[src/rtl/lock_pkg.sv]
// Shared definitions for the combination-lock keypad path.
//   DIGITS / DIGIT_W : code geometry, also used by the lock FSM and display decoders
//   entry_state_t    : state encoding of the keypad entry controller
package lock_pkg;

    localparam int DIGITS  = 4;
    localparam int DIGIT_W = 4;

    typedef enum logic [1:0] {
        IDLE    = 2'd0,
        PRESENT = 2'd1,
        LOCKOUT = 2'd2
    } entry_state_t;

endpackage

[src/rtl/btn_sync_edge.sv]
// Button conditioner: two-flop synchroniser followed by a rising-edge detector.
//   clk   : system clock
//   RESET : asynchronous active-high reset
//   raw   : asynchronous button level
//   pulse : one-cycle pulse per press; a press first sampled at edge k is
//           visible to downstream logic at edge k+2
module btn_sync_edge (
    input  logic clk,
    input  logic RESET,
    input  logic raw,
    output logic pulse
);

    logic meta_q, meta_d;
    logic sync_q, sync_d;
    logic prev_q, prev_d;

    always_comb begin
        meta_d = raw;
        sync_d = meta_q;
        prev_d = sync_q;
    end

    always_ff @(posedge clk or posedge RESET) begin
        if (RESET) begin
            meta_q <= 1'b0;
            sync_q <= 1'b0;
            prev_q <= 1'b0;
        end else begin
            meta_q <= meta_d;
            sync_q <= sync_d;
            prev_q <= prev_d;
        end
    end

    // A held button keeps sync_q and prev_q both high, so only one pulse.
    assign pulse = sync_q & ~prev_q;

endmodule

[src/rtl/code_entry.sv]
// Keypad front end for the combination lock.
// Collects DIGITS-digit codes, compares them with a programmable stored code,
// and drives MATCH / ENTER to the lock FSM, with failed-attempt lockout.
//   clk, RESET  : system clock, asynchronous active-high reset
//   DIGIT_IN    : quasi-static digit switch value
//   DIGIT_BTN   : raw digit button
//   ENTER_BTN   : raw enter button
//   PROG        : level; next full-length entry overwrites the stored code
//   MATCH       : registered; buffer full and equal to stored code
//   ENTER       : one-cycle strobe to the lock FSM
//   COUNT       : digits currently buffered (saturating)
//   LOCKED_OUT  : high during lockout
//
// state   | meaning
// IDLE    | collecting digits, handling enter / programming
// PRESENT | one cycle: ENTER strobe with MATCH of the submitted entry
// LOCKOUT | too many failures; buttons ignored for LOCK_CYCLES cycles
module code_entry #(
    parameter int                             DIGITS       = lock_pkg::DIGITS,
    parameter int                             DIGIT_W      = lock_pkg::DIGIT_W,
    parameter logic [DIGITS*DIGIT_W-1:0]      DEFAULT_CODE = 16'h1234,
    parameter int                             MAX_FAIL     = 3,
    parameter int                             LOCK_CYCLES  = 1000
) (
    input  logic                              clk,
    input  logic                              RESET,
    input  logic [DIGIT_W-1:0]                DIGIT_IN,
    input  logic                              DIGIT_BTN,
    input  logic                              ENTER_BTN,
    input  logic                              PROG,
    output logic                              MATCH,
    output logic                              ENTER,
    output logic [$clog2(DIGITS+1)-1:0]       COUNT,
    output logic                              LOCKED_OUT
);

    import lock_pkg::*;

    localparam int CW      = DIGITS * DIGIT_W;
    localparam int COUNT_W = $clog2(DIGITS + 1);
    localparam int FAIL_W  = $clog2(MAX_FAIL + 1);
    localparam int TIMER_W = $clog2(LOCK_CYCLES);

    localparam logic [COUNT_W-1:0] COUNT_FULL = COUNT_W'(DIGITS);
    localparam logic [FAIL_W-1:0]  FAIL_LIMIT = FAIL_W'(MAX_FAIL);
    localparam logic [TIMER_W-1:0] TIMER_LAST = TIMER_W'(LOCK_CYCLES - 1);

    logic dig_p, ent_p;

    entry_state_t        state_q, state_d;
    logic [CW-1:0]       entry_q, entry_d;
    logic [CW-1:0]       code_q,  code_d;
    logic [COUNT_W-1:0]  count_q, count_d;
    logic [FAIL_W-1:0]   fail_q,  fail_d;
    logic [TIMER_W-1:0]  timer_q, timer_d;
    logic                match_q, match_d;

    btn_sync_edge u_dig_sync (
        .clk   (clk),
        .RESET (RESET),
        .raw   (DIGIT_BTN),
        .pulse (dig_p)
    );

    btn_sync_edge u_ent_sync (
        .clk   (clk),
        .RESET (RESET),
        .raw   (ENTER_BTN),
        .pulse (ent_p)
    );

    always_ff @(posedge clk or posedge RESET) begin
        if (RESET) begin
            state_q <= IDLE;
            entry_q <= '0;
            code_q  <= DEFAULT_CODE;
            count_q <= '0;
            fail_q  <= '0;
            timer_q <= '0;
            match_q <= 1'b0;
        end else begin
            state_q <= state_d;
            entry_q <= entry_d;
            code_q  <= code_d;
            count_q <= count_d;
            fail_q  <= fail_d;
            timer_q <= timer_d;
            match_q <= match_d;
        end
    end

    always_comb begin
        state_d = state_q;
        entry_d = entry_q;
        code_d  = code_q;
        count_d = count_q;
        fail_d  = fail_q;
        timer_d = timer_q;

        case (state_q)
            IDLE: begin
                // Enter wins over a digit arriving in the same cycle.
                if (ent_p) begin
                    if (PROG) begin
                        if (count_q == COUNT_FULL) begin
                            code_d = entry_q;
                        end
                        entry_d = '0;
                        count_d = '0;
                    end else begin
                        state_d = PRESENT;
                    end
                end else if (dig_p) begin
                    entry_d = {entry_q[CW-DIGIT_W-1:0], DIGIT_IN};
                    if (count_q != COUNT_FULL) begin
                        count_d = count_q + 1'b1;
                    end
                end
            end
            PRESENT: begin
                entry_d = '0;
                count_d = '0;
                if (match_q) begin
                    fail_d  = '0;
                    state_d = IDLE;
                end else begin
                    fail_d = fail_q + 1'b1;
                    if (fail_d == FAIL_LIMIT) begin
                        state_d = LOCKOUT;
                        timer_d = '0;
                    end else begin
                        state_d = IDLE;
                    end
                end
            end
            LOCKOUT: begin
                if (timer_q == TIMER_LAST) begin
                    state_d = IDLE;
                    fail_d  = '0;
                    timer_d = '0;
                end else begin
                    timer_d = timer_q + 1'b1;
                end
            end
            default: begin
                state_d = IDLE;
            end
        endcase

        // Entry is held through PRESENT, so MATCH keeps the submitted result there.
        match_d = (count_d == COUNT_FULL) && (entry_d == code_d);
    end

    assign MATCH      = match_q;
    assign ENTER      = (state_q == PRESENT);
    assign LOCKED_OUT = (state_q == LOCKOUT);
    assign COUNT      = count_q;

endmodule

[config.mk]
export PLATFORM = sky130hd
export DESIGN_NAME = code_entry
export DESIGN_NICKNAME = d
export VERILOG_FILES = /design/src/rtl/lock_pkg.sv /design/src/rtl/btn_sync_edge.sv /design/src/rtl/code_entry.sv
export SDC_FILE = /design/constraint.sdc
export NUM_CORES = 1
export LEC_CHECK = 0
export BUFFER_PORTS_ARGS = -buffer_cell sky130_fd_sc_hd__buf_2
export CAP_MARGIN = 40
export CORE_ASPECT_RATIO = 1.4
export CORE_MARGIN = 2
export CORE_UTILIZATION = 29
export DETAILED_ROUTE_END_ITERATION = 10
export PLACE_DENSITY = 0.48
export SYNTH_ARGS = -nofsm -noshare
export SYNTH_HDL_FRONTEND = slang
export SYNTH_SLANG_ARGS = --single-unit
[constraint.sdc]
create_clock -name clk -period 3.19 [get_ports clk]
set_clock_uncertainty 0.05 [all_clocks]
set_input_delay 0.319 -clock clk [delete_from_list [all_inputs] [get_ports clk]]
set_output_delay 0.319 -clock clk [all_outputs]
set_load 0.03 [all_outputs]
==> qor.log, run 1 <==
qor: drt.avgRoutedWirePerCell 16.38 um
qor: global_routing.antenna_found_initial 0
qor: clocking.deepest_clock_path_buffer_count 2
qor: timing.rsz0062_at_grt false
qor: drt.final_antenna_net_count 0
qor: global_routing.first_global_vias 2383
qor: critical_path.cp-start-kind register
qor: drt.drt_pass1_iterations 4
qor: yosys.ys_seq_elements 56
qor: clocking.cts.hold.buffers_added 0
qor: yosys.synth-compound-area-share 16.47%
qor: place.preCtsSetupSlack 313.8 ps
qor: global_routing.track_usage 15.03%
qor: layout.design_area 3357 um2
qor: drt.route.final.wire_length 7386 um
qor: clocking.tritoncts built
qor: power.clock_power_share 24.2%
qor: yosys.post_synth_inst_count 295
qor: yosys.yosys_top_cell_area_share 43.63%
qor: clocking.clock_input_transition_at_the_sequential_cells_of_the_worst_setup_and_hold_paths 70 ps
qor: yosys.synthSimpleGateAreaFrac 19.16%
qor: floorplanning.design.die.area 10920 um2
qor: critical_path.crit-reg2reg-capture MATCH
qor: yosys.synth_fa_ha_area_share 3.422%
qor: clocking.postCtsSetupBuffers 0
qor: power.cellInternalPower 1.448 mW
qor: floorplanning.rows 43
qor: power.cellLeakagePower 1.534 nW
qor: layout.area.growth.synth_to_final 14.76%
qor: yosys.synth_sequential_area_ratio 48.12%
qor: min_path.hold_path_startpoint ENTER_BTN
qor: power.power.ir.vdd_worst 343.8 uV
qor: global_routing.wire_length_of_the_first_global_routing_pass 12520 um
qor: yosys.synth.mux.area_fraction 6.758%
qor: critical_path.r2r_slack 300 ps
qor: layout.final_net_count 332
qor: timing.timing.fmax 346.1 MHz
qor: layout.antenna_cells_inserted 0
qor: layout.layout_commonest_cell sky130_fd_sc_hd__dfrtp_1
qor: drt.dr_total_vias 2289
qor: yosys.cell_area_after_synthesis 2925 um2
qor: critical_path.setup.worst_path.class reg -> reg
qor: power.power.net_switching 0.8856 mW
qor: yosys.yosysWarnings 0
qor: layout.layout.cells.non_filler 451
qor: timing.worst_slew_margin_rel 52.07%
qor: yosys.dominant_combinational_cell_family_by_area_after_synthesis simple AND/OR/NAND/NOR gates
qor: timing.period_needed 2889 ps
qor: yosys.top_reg_cell_synth sky130_fd_sc_hd__dfrtp_1
qor: yosys.synth_xor_xnor_area_share 2.096%
qor: drt.initialDrtViolationCount 83
qor: clocking.count_of_h_tree_levels_built_during_cts 2
qor: power.pwr-share-seq 38.4%
qor: yosys.post_synthesis_mean_instance_area 9.916 um2
qor: yosys.syn-num-nets 312
qor: place.detailedPlacementHpwl 5595 um
qor: critical_path.critical-path-max-stage-delay 400 ps
qor: critical_path.critical_path.cell_chain inv_1 -> ha_1 -> nand4b_4 -> or2_1 -> mux2_2 -> xor2_1 -> a2111oi_2 -> nor4b_2 -> and4_1
qor: min_path.timing.hold.worst.class in -> reg
qor: power.post-layout-total-power 2.334 mW
qor: timing.final_setup_violation_count 0
qor: job.max_cap_viol_count 0
qor: clocking.numCtsBuffers 5
qor: timing.timing.final.hold_violations 0
qor: power.switching_share 37.94%
qor: timing.layout_worst_path_cycle_share 90.57%
qor: timing.finalWorstSetupSlack 300.7 ps
qor: yosys.synthArstFlopShare 100.0%
qor: critical_path.crit_arrival 3070 ps
qor: min_path.worst_hold_path.num_cells 1
qor: floorplanning.core-area 9846 um2
qor: place.place.detailed.instances 443
qor: timing.setup-tns-final 0 ps
qor: layout.drive_above_1_share 18.04%
qor: yosys.synth_enable_flop_cells 0
qor: timing.finalMaxSlewViolations 0
qor: yosys.synth.top_cells.by_area sky130_fd_sc_hd__dfrtp_1, sky130_fd_sc_hd__mux2_2, sky130_fd_sc_hd__o21ai_0
qor: critical_path.ff2ff_path_depth 9
qor: place.dpl_cell_area 3211 um2
qor: floorplanning.initial_utilization 29.71%
qor: place.globalplace.congestion 0.8520
qor: floorplanning.die_width 88.89 um
qor: yosys.synth_cell_types 51
qor: global_routing.total_congestion_overflow 0
qor: layout.fillCellCount 1016
qor: critical_path.r2r_path_start state_q[0]
qor: min_path.endpoint_of_the_worst_hold_path u_ent_sync.meta_q
qor: critical_path.critical_path.endpoint_type register
qor: power.comb_power_share 37.5%
qor: drt.drcViolationCount 0
qor: critical_path.crit_fanout 9
qor: critical_path.worst_ep_required_time 3370 ps
qor: floorplanning.dieHeight 122.8 um
qor: place.port_buffers 14
qor: clocking.numClockSinks 56
qor: global_routing.grt_start_max_net_pins 33
qor: clocking.cts.root.buffer_cell sky130_fd_sc_hd__clkbuf_16
qor: clocking.clock_latency 290 ps
qor: timing.worst_slew_pin_slew 717.9 ps
qor: clocking.cts_resized 0
qor: run_status.run_status completed
qor: power.powerDensity 695.3 nW/um2
qor: yosys.netlist.top_cell.by_area sky130_fd_sc_hd__dfrtp_1
qor: drt.via_per_inst 5.075
qor: layout.mostFrequentLayoutCells sky130_fd_sc_hd__dfrtp_1, sky130_fd_sc_hd__nand2_1, sky130_fd_sc_hd__o21ai_0
qor: critical_path.critPathSlowestCell sky130_fd_sc_hd__or2_1
qor: floorplanning.num_io_pins 15
[cell families after synthesis]
family                     Yosys count
and+or+nand+nor                    105
AOI/OAI and AO/OA                   73
DFF                                 56
buffers and inverters               28
muxes                               18
adders and majority gates            8
xor gates and xnor gates             7
[final cells by class]
type	instances	area, um2	area share (%)
sequential	56	1408	41.93
multi-input combinational	211	1401	41.74
timing repair buffer	27	180.2	5.367
tap	135	168.9	5.032
clock buffer	8	146.4	4.361
inverter	14	52.55	1.565
[power groups by stage]
stage	registers (mW)	logic, mW	clock network (mW)
floorplan	0.897	0.597	0
global placement	0.907	0.877	0
detailed placement	0.908	0.878	0
CTS	0.895	0.881	0.587
global route	0.911	0.992	0.617
finish	0.895	0.875	0.564
[sequential cells by signal (all words and copies together) (netlist names)]
register / flops
code_q: 16
entry_q: 16
u_ent_sync.prev_q: 1
COUNT: 3
MATCH: 1
state_q: 2
u_dig_sync.prev_q: 1
u_ent_sync.meta_q: 1
u_ent_sync.prev_d: 1
fail_q: 2
timer_q: 10
u_dig_sync.prev_d: 1
u_dig_sync.meta_q: 1
[Yosys cell counts (2+ instances only)]
library cell / n
sky130_fd_sc_hd__nor2b_1: 3
sky130_fd_sc_hd__mux2i_1: 4
sky130_fd_sc_hd__buf_2: 3
sky130_fd_sc_hd__mux2_2: 14
sky130_fd_sc_hd__and2_1: 3
sky130_fd_sc_hd__a21oi_1: 8
sky130_fd_sc_hd__a211oi_1: 2
sky130_fd_sc_hd__nand2_1: 37
sky130_fd_sc_hd__xnor2_1: 3
sky130_fd_sc_hd__a211o_1: 2
sky130_fd_sc_hd__dfrtp_1: 51
sky130_fd_sc_hd__a22o_1: 5
sky130_fd_sc_hd__a31oi_1: 4
sky130_fd_sc_hd__nand2b_1: 13
sky130_fd_sc_hd__dfstp_2: 5
sky130_fd_sc_hd__o211ai_1: 2
sky130_fd_sc_hd__a22oi_1: 2
sky130_fd_sc_hd__inv_1: 14
sky130_fd_sc_hd__and3_1: 7
sky130_fd_sc_hd__nand3b_1: 2
sky130_fd_sc_hd__xor2_1: 4
sky130_fd_sc_hd__nand3_1: 16
sky130_fd_sc_hd__nor2_1: 7
sky130_fd_sc_hd__ha_1: 8
sky130_fd_sc_hd__o31ai_1: 4
sky130_fd_sc_hd__clkbuf_1: 10
sky130_fd_sc_hd__nand4_1: 9
sky130_fd_sc_hd__o21ai_0: 30
[stage by stage]
stage,utilization [%],hold WS [ps]
after floorplan,-,281.2
after global placement,32.61,283.8
after detailed placement,32.61,288.9
after CTS,34.10,66.47
after global routing,34.10,66.88
final,34.10,74.71
[critical path: cells and delay by family (launching register included)]
| family | cells | cell delay [ps] |
|---|---|---|
| buf+inv | 1 | 110 |
| compound gates | 1 | 360 |
| xor+xnor | 1 | 150 |
| fa+ha+maj | 1 | 320 |
| flops | 1 | 390 |
| mux | 1 | 340 |
| simple gates | 4 | 1090 |
[routing by layer]
metal	up-vias	track usage, %	routed length [um]
met2	48	25.51	3867
met1	1120	18.39	3047
met3	16	2.757	231
li1	1105	-	-
met4	0	6.345	240
met5	-	0	0
[worst max path at each step]
stage                from    end  slack (ps)  cells past startpoint
3_3_place_gp   state_q[0]  MATCH         360                      9
3_5_place_dp   state_q[0]  MATCH         310                      9
4_1_cts        state_q[0]  MATCH         290                      9
2_1_floorplan  state_q[1]  MATCH         470                     11
5_1_grt        state_q[0]  MATCH           1                      9
6_report       state_q[0]  MATCH         300                      9
Power figures use the tool's default switching activity.
==> inputs of run 2 (changes only) <==
--- a/config.mk
+++ b/config.mk
@@ -5,6 +5,7 @@
 export SDC_FILE = /design/constraint.sdc
 export NUM_CORES = 1
 export LEC_CHECK = 0
+export ABC_AREA = 1
 export BUFFER_PORTS_ARGS = -buffer_cell sky130_fd_sc_hd__buf_2
 export CAP_MARGIN = 40
 export CORE_ASPECT_RATIO = 1.4
==> qor.log, run 2 <==
qor: timing.finalMaxSlewViolations 0 [unchanged]
qor: global_routing.total_congestion_overflow 0 [unchanged]
qor: yosys.post_synth_inst_count 464 [+57%]
qor: critical_path.worst_ep_required_time 3370 ps [about the same]
qor: layout.layout_commonest_cell sky130_fd_sc_hd__nand2_1
qor: yosys.ys_top_cells_by_count sky130_fd_sc_hd__nand2_1, sky130_fd_sc_hd__inv_1, sky130_fd_sc_hd__dfrtp_1, sky130_fd_sc_hd__nand3_1, sky130_fd_sc_hd__nor2_1
qor: clocking.numClockSinks 56 [unchanged]
qor: place.globalplace.congestion 0.8085 [-5.1%]
qor: global_routing.wire_length_of_the_first_global_routing_pass 13950 um [+11%]
qor: clocking.tritoncts built
qor: place.dpl_cell_area 3537 um2 [+10%]
qor: timing.timing.fmax 438.4 MHz [+27%]
qor: drt.drt_pass1_iterations 4 [unchanged]
qor: global_routing.grt_start_max_net_pins 38 [+15%]
qor: critical_path.cp-start-kind register
qor: timing.final_setup_violation_count 0 [unchanged]
qor: yosys.post-synth-top-count-cell sky130_fd_sc_hd__nand2_1
qor: power.powerDensity 704.8 nW/um2 [+1.4%]
qor: timing.rsz0062_at_grt false
qor: timing.setup-tns-final 0 ps [unchanged]
qor: floorplanning.initial_utilization 29.57% [-0.14 points]
qor: critical_path.crit_fanout 24 [+15]
qor: job.max_cap_viol_count 0 [unchanged]
qor: drt.initialDrtViolationCount 136 [+64%]
qor: layout.largest_registers code_q (16), entry_q (16), timer_q (10)
qor: global_routing.first_global_vias 2890 [+21%]
qor: critical_path.ff2ff_path_depth 12 [+3]
qor: drt.avgRoutedWirePerCell 13.31 um [-19%]
qor: floorplanning.core-area 11280 um2 [+15%]
qor: layout.final_net_count 495 [+49%]
qor: place.detailedPlacementHpwl 5780 um [+3.3%]
qor: clocking.clock_latency 300 ps [about the same]
qor: floorplanning.num_io_pins 15 [unchanged]
qor: critical_path.setup.worst_path.class reg -> reg
qor: global_routing.antenna_found_initial 0 [unchanged]
qor: min_path.timing.hold.worst.class in -> async
qor: drt.dr_total_vias 2896 [+27%]
qor: place.preCtsSetupSlack 935.5 ps [+621.8 ps]
qor: clocking.deepest_clock_path_buffer_count 2 [unchanged]
qor: place.port_buffers 14 [unchanged]
qor: clocking.cts_resized 0 [unchanged]
qor: timing.period_needed 2281 ps [-608.3 ps]
qor: timing.layout_worst_path_cycle_share 71.51% [-19 points]
qor: yosys.synth_enable_flop_cells 0 [unchanged]
qor: yosys.netlist.top_cell.by_area sky130_fd_sc_hd__dfrtp_1
qor: critical_path.critical_path.endpoint_type register
qor: yosys.ys_seq_elements 56 [unchanged]
qor: clocking.numCtsBuffers 5 [unchanged]
qor: run_status.run_status finished, violations left
qor: yosys.synth.top_cells.by_area sky130_fd_sc_hd__dfrtp_1, sky130_fd_sc_hd__nand2_1, sky130_fd_sc_hd__inv_1
qor: global_routing.track_usage 14.56% [-0.47 points]
qor: floorplanning.design.die.area 12390 um2 [+13%]
qor: timing.finalWorstSetupSlack 909.0 ps [+608.3 ps]
qor: floorplanning.dieHeight 130.9 um [+6.6%]
qor: critical_path.r2r_slack 910 ps [+610 ps]
qor: floorplanning.rows 46 [+7.0%]
qor: yosys.cell_area_after_synthesis 3336 um2 [+14%]
qor: drt.via_per_inst 4.648 [-8.4%]
qor: drt.final_antenna_net_count 0 [unchanged]
qor: yosys.post_synthesis_mean_instance_area 7.189 um2 [-28%]
qor: drt.drcViolationCount 0 [unchanged]
qor: clocking.cts.hold.buffers_added 0 [unchanged]
qor: timing.worst_slew_margin_rel 55.36% [+3.3 points]
qor: place.place.detailed.instances 615 [+39%]
qor: yosys.synthArstFlopShare 100.0% [unchanged]
qor: layout.area.growth.synth_to_final 10.16%
qor: yosys.yosys_top_cell_area_share 38.26% [-5.4 points]
qor: critical_path.crit_arrival 2460 ps [-610 ps]
qor: timing.fin_hold_ws -17.67 ps [-92.38 ps]
qor: layout.antenna_cells_inserted 0 [unchanged]
qor: floorplanning.die_width 94.64 um [+6.5%]
qor: timing.worst_slew_pin_slew 667.1 ps [-50.73 ps]
qor: layout.design_area 3675 um2 [+9.5%]
qor: layout.layout.cells.non_filler 623 [+38%]
qor: yosys.synth_sequential_area_ratio 42.20% [-5.9 points]
qor: clocking.postCtsSetupBuffers 0 [unchanged]
qor: power.power.ir.vdd_worst 241.6 uV [-30%]
qor: timing.timing.final.hold_violations 18 [+18]
qor: clocking.cts.root.buffer_cell sky130_fd_sc_hd__clkbuf_16
qor: drt.route.final.wire_length 8290 um [+12%]
qor: clocking.clock_input_transition_at_the_sequential_cells_of_the_worst_setup_and_hold_paths 70 ps [about the same]
qor: yosys.yosysWarnings 0 [unchanged]
qor: yosys.top_reg_cell_synth sky130_fd_sc_hd__dfrtp_1
qor: layout.mostFrequentLayoutCells sky130_fd_sc_hd__nand2_1, sky130_fd_sc_hd__inv_1, sky130_fd_sc_hd__dfrtp_1
qor: layout.drive_above_1_share 12.53% [-5.5 points]
qor: run_status.failed_checks negative hold slack
qor: yosys.syn-num-nets 481 [+54%]
qor: clocking.count_of_h_tree_levels_built_during_cts 2 [unchanged]
qor: power.post-layout-total-power 2.590 mW [+11%]
qor: yosys.synth_cell_types 31 [-39%]
qor: power.cellLeakagePower 1.968 nW [+28%]
## run 2: layout make-up
type	count	area [um2]
sequential	56	1408
timing repair buffer	21	122.6
fill	1249	7606
clock buffer	7	132.6
multi-input combinational	327	1575
tap	144	180.2
clock inverter	1	5.005
inverter	67	251.5
## run 2: worst max-delay path: stages (launching register included)
cell and delay [ps]:
sky130_fd_sc_hd__dfrtp_1 430, sky130_fd_sc_hd__inv_1 100, sky130_fd_sc_hd__ha_1 240, sky130_fd_sc_hd__nand3_4 180, sky130_fd_sc_hd__nor2_8 420, sky130_fd_sc_hd__nand2_1 130, sky130_fd_sc_hd__o21ai_2 90, sky130_fd_sc_hd__nand3_1 80
sky130_fd_sc_hd__nand2_1 70, sky130_fd_sc_hd__nand2_1 40, sky130_fd_sc_hd__nor2_1 170, sky130_fd_sc_hd__nand3_1 100, sky130_fd_sc_hd__nor2_1 100
## run 2: layer usage
layer,wire length (um),GRT usage (%)
met1,3593,16.97
met2,4300,26.66
met3,292,2.580
met4,104,4.945
met5,0,0
## run 2: path summary, 6_finish.rpt
check                                  start                 to
min reg2reg                u_ent_sync.meta_q  u_ent_sync.prev_d
max reg2reg                         COUNT[0]              MATCH
max in group asynchronous              RESET          code_q[9]
min in group clk                   DIGIT_BTN  u_dig_sync.meta_q
max                                 COUNT[0]              MATCH
min                                    RESET  u_ent_sync.prev_q
## run 2: power by group
| part | leakage (nW) | total [mW] | internal [mW] | switching [mW] |
|---|---|---|---|---|
| clock | 0.0679 | 0.541 | 0.291 | 0.250 |
| combinational | 1.17 | 1.09 | 0.328 | 0.765 |
| sequential | 0.732 | 0.956 | 0.844 | 0.112 |
| total | 1.97 | 2.59 | 1.46 | 1.13 |
## run 2: cells by family (layout without fill, tap and decap cells)
kind of cell	Yosys count	in the layout	synth area share, %
AND/OR/NAND/NOR	266	266	34.47
AO/OA/AOI/OAI	49	49	8.702
XOR/XNOR	4	4	1.050
flip-flops	56	56	42.20
adder cells (fa/ha/maj)	8	8	3.001
buffers and inverters	81	96	10.58
## run 2: metrics by stage
step                      utilization (%)  hold WS [ps]
after floorplan                         -         281.2
after global placement              31.36         281.9
after detailed placement            31.36         289.5
after CTS                           32.58         4.565
after global routing                32.58         24.15
final                               32.58        -17.67
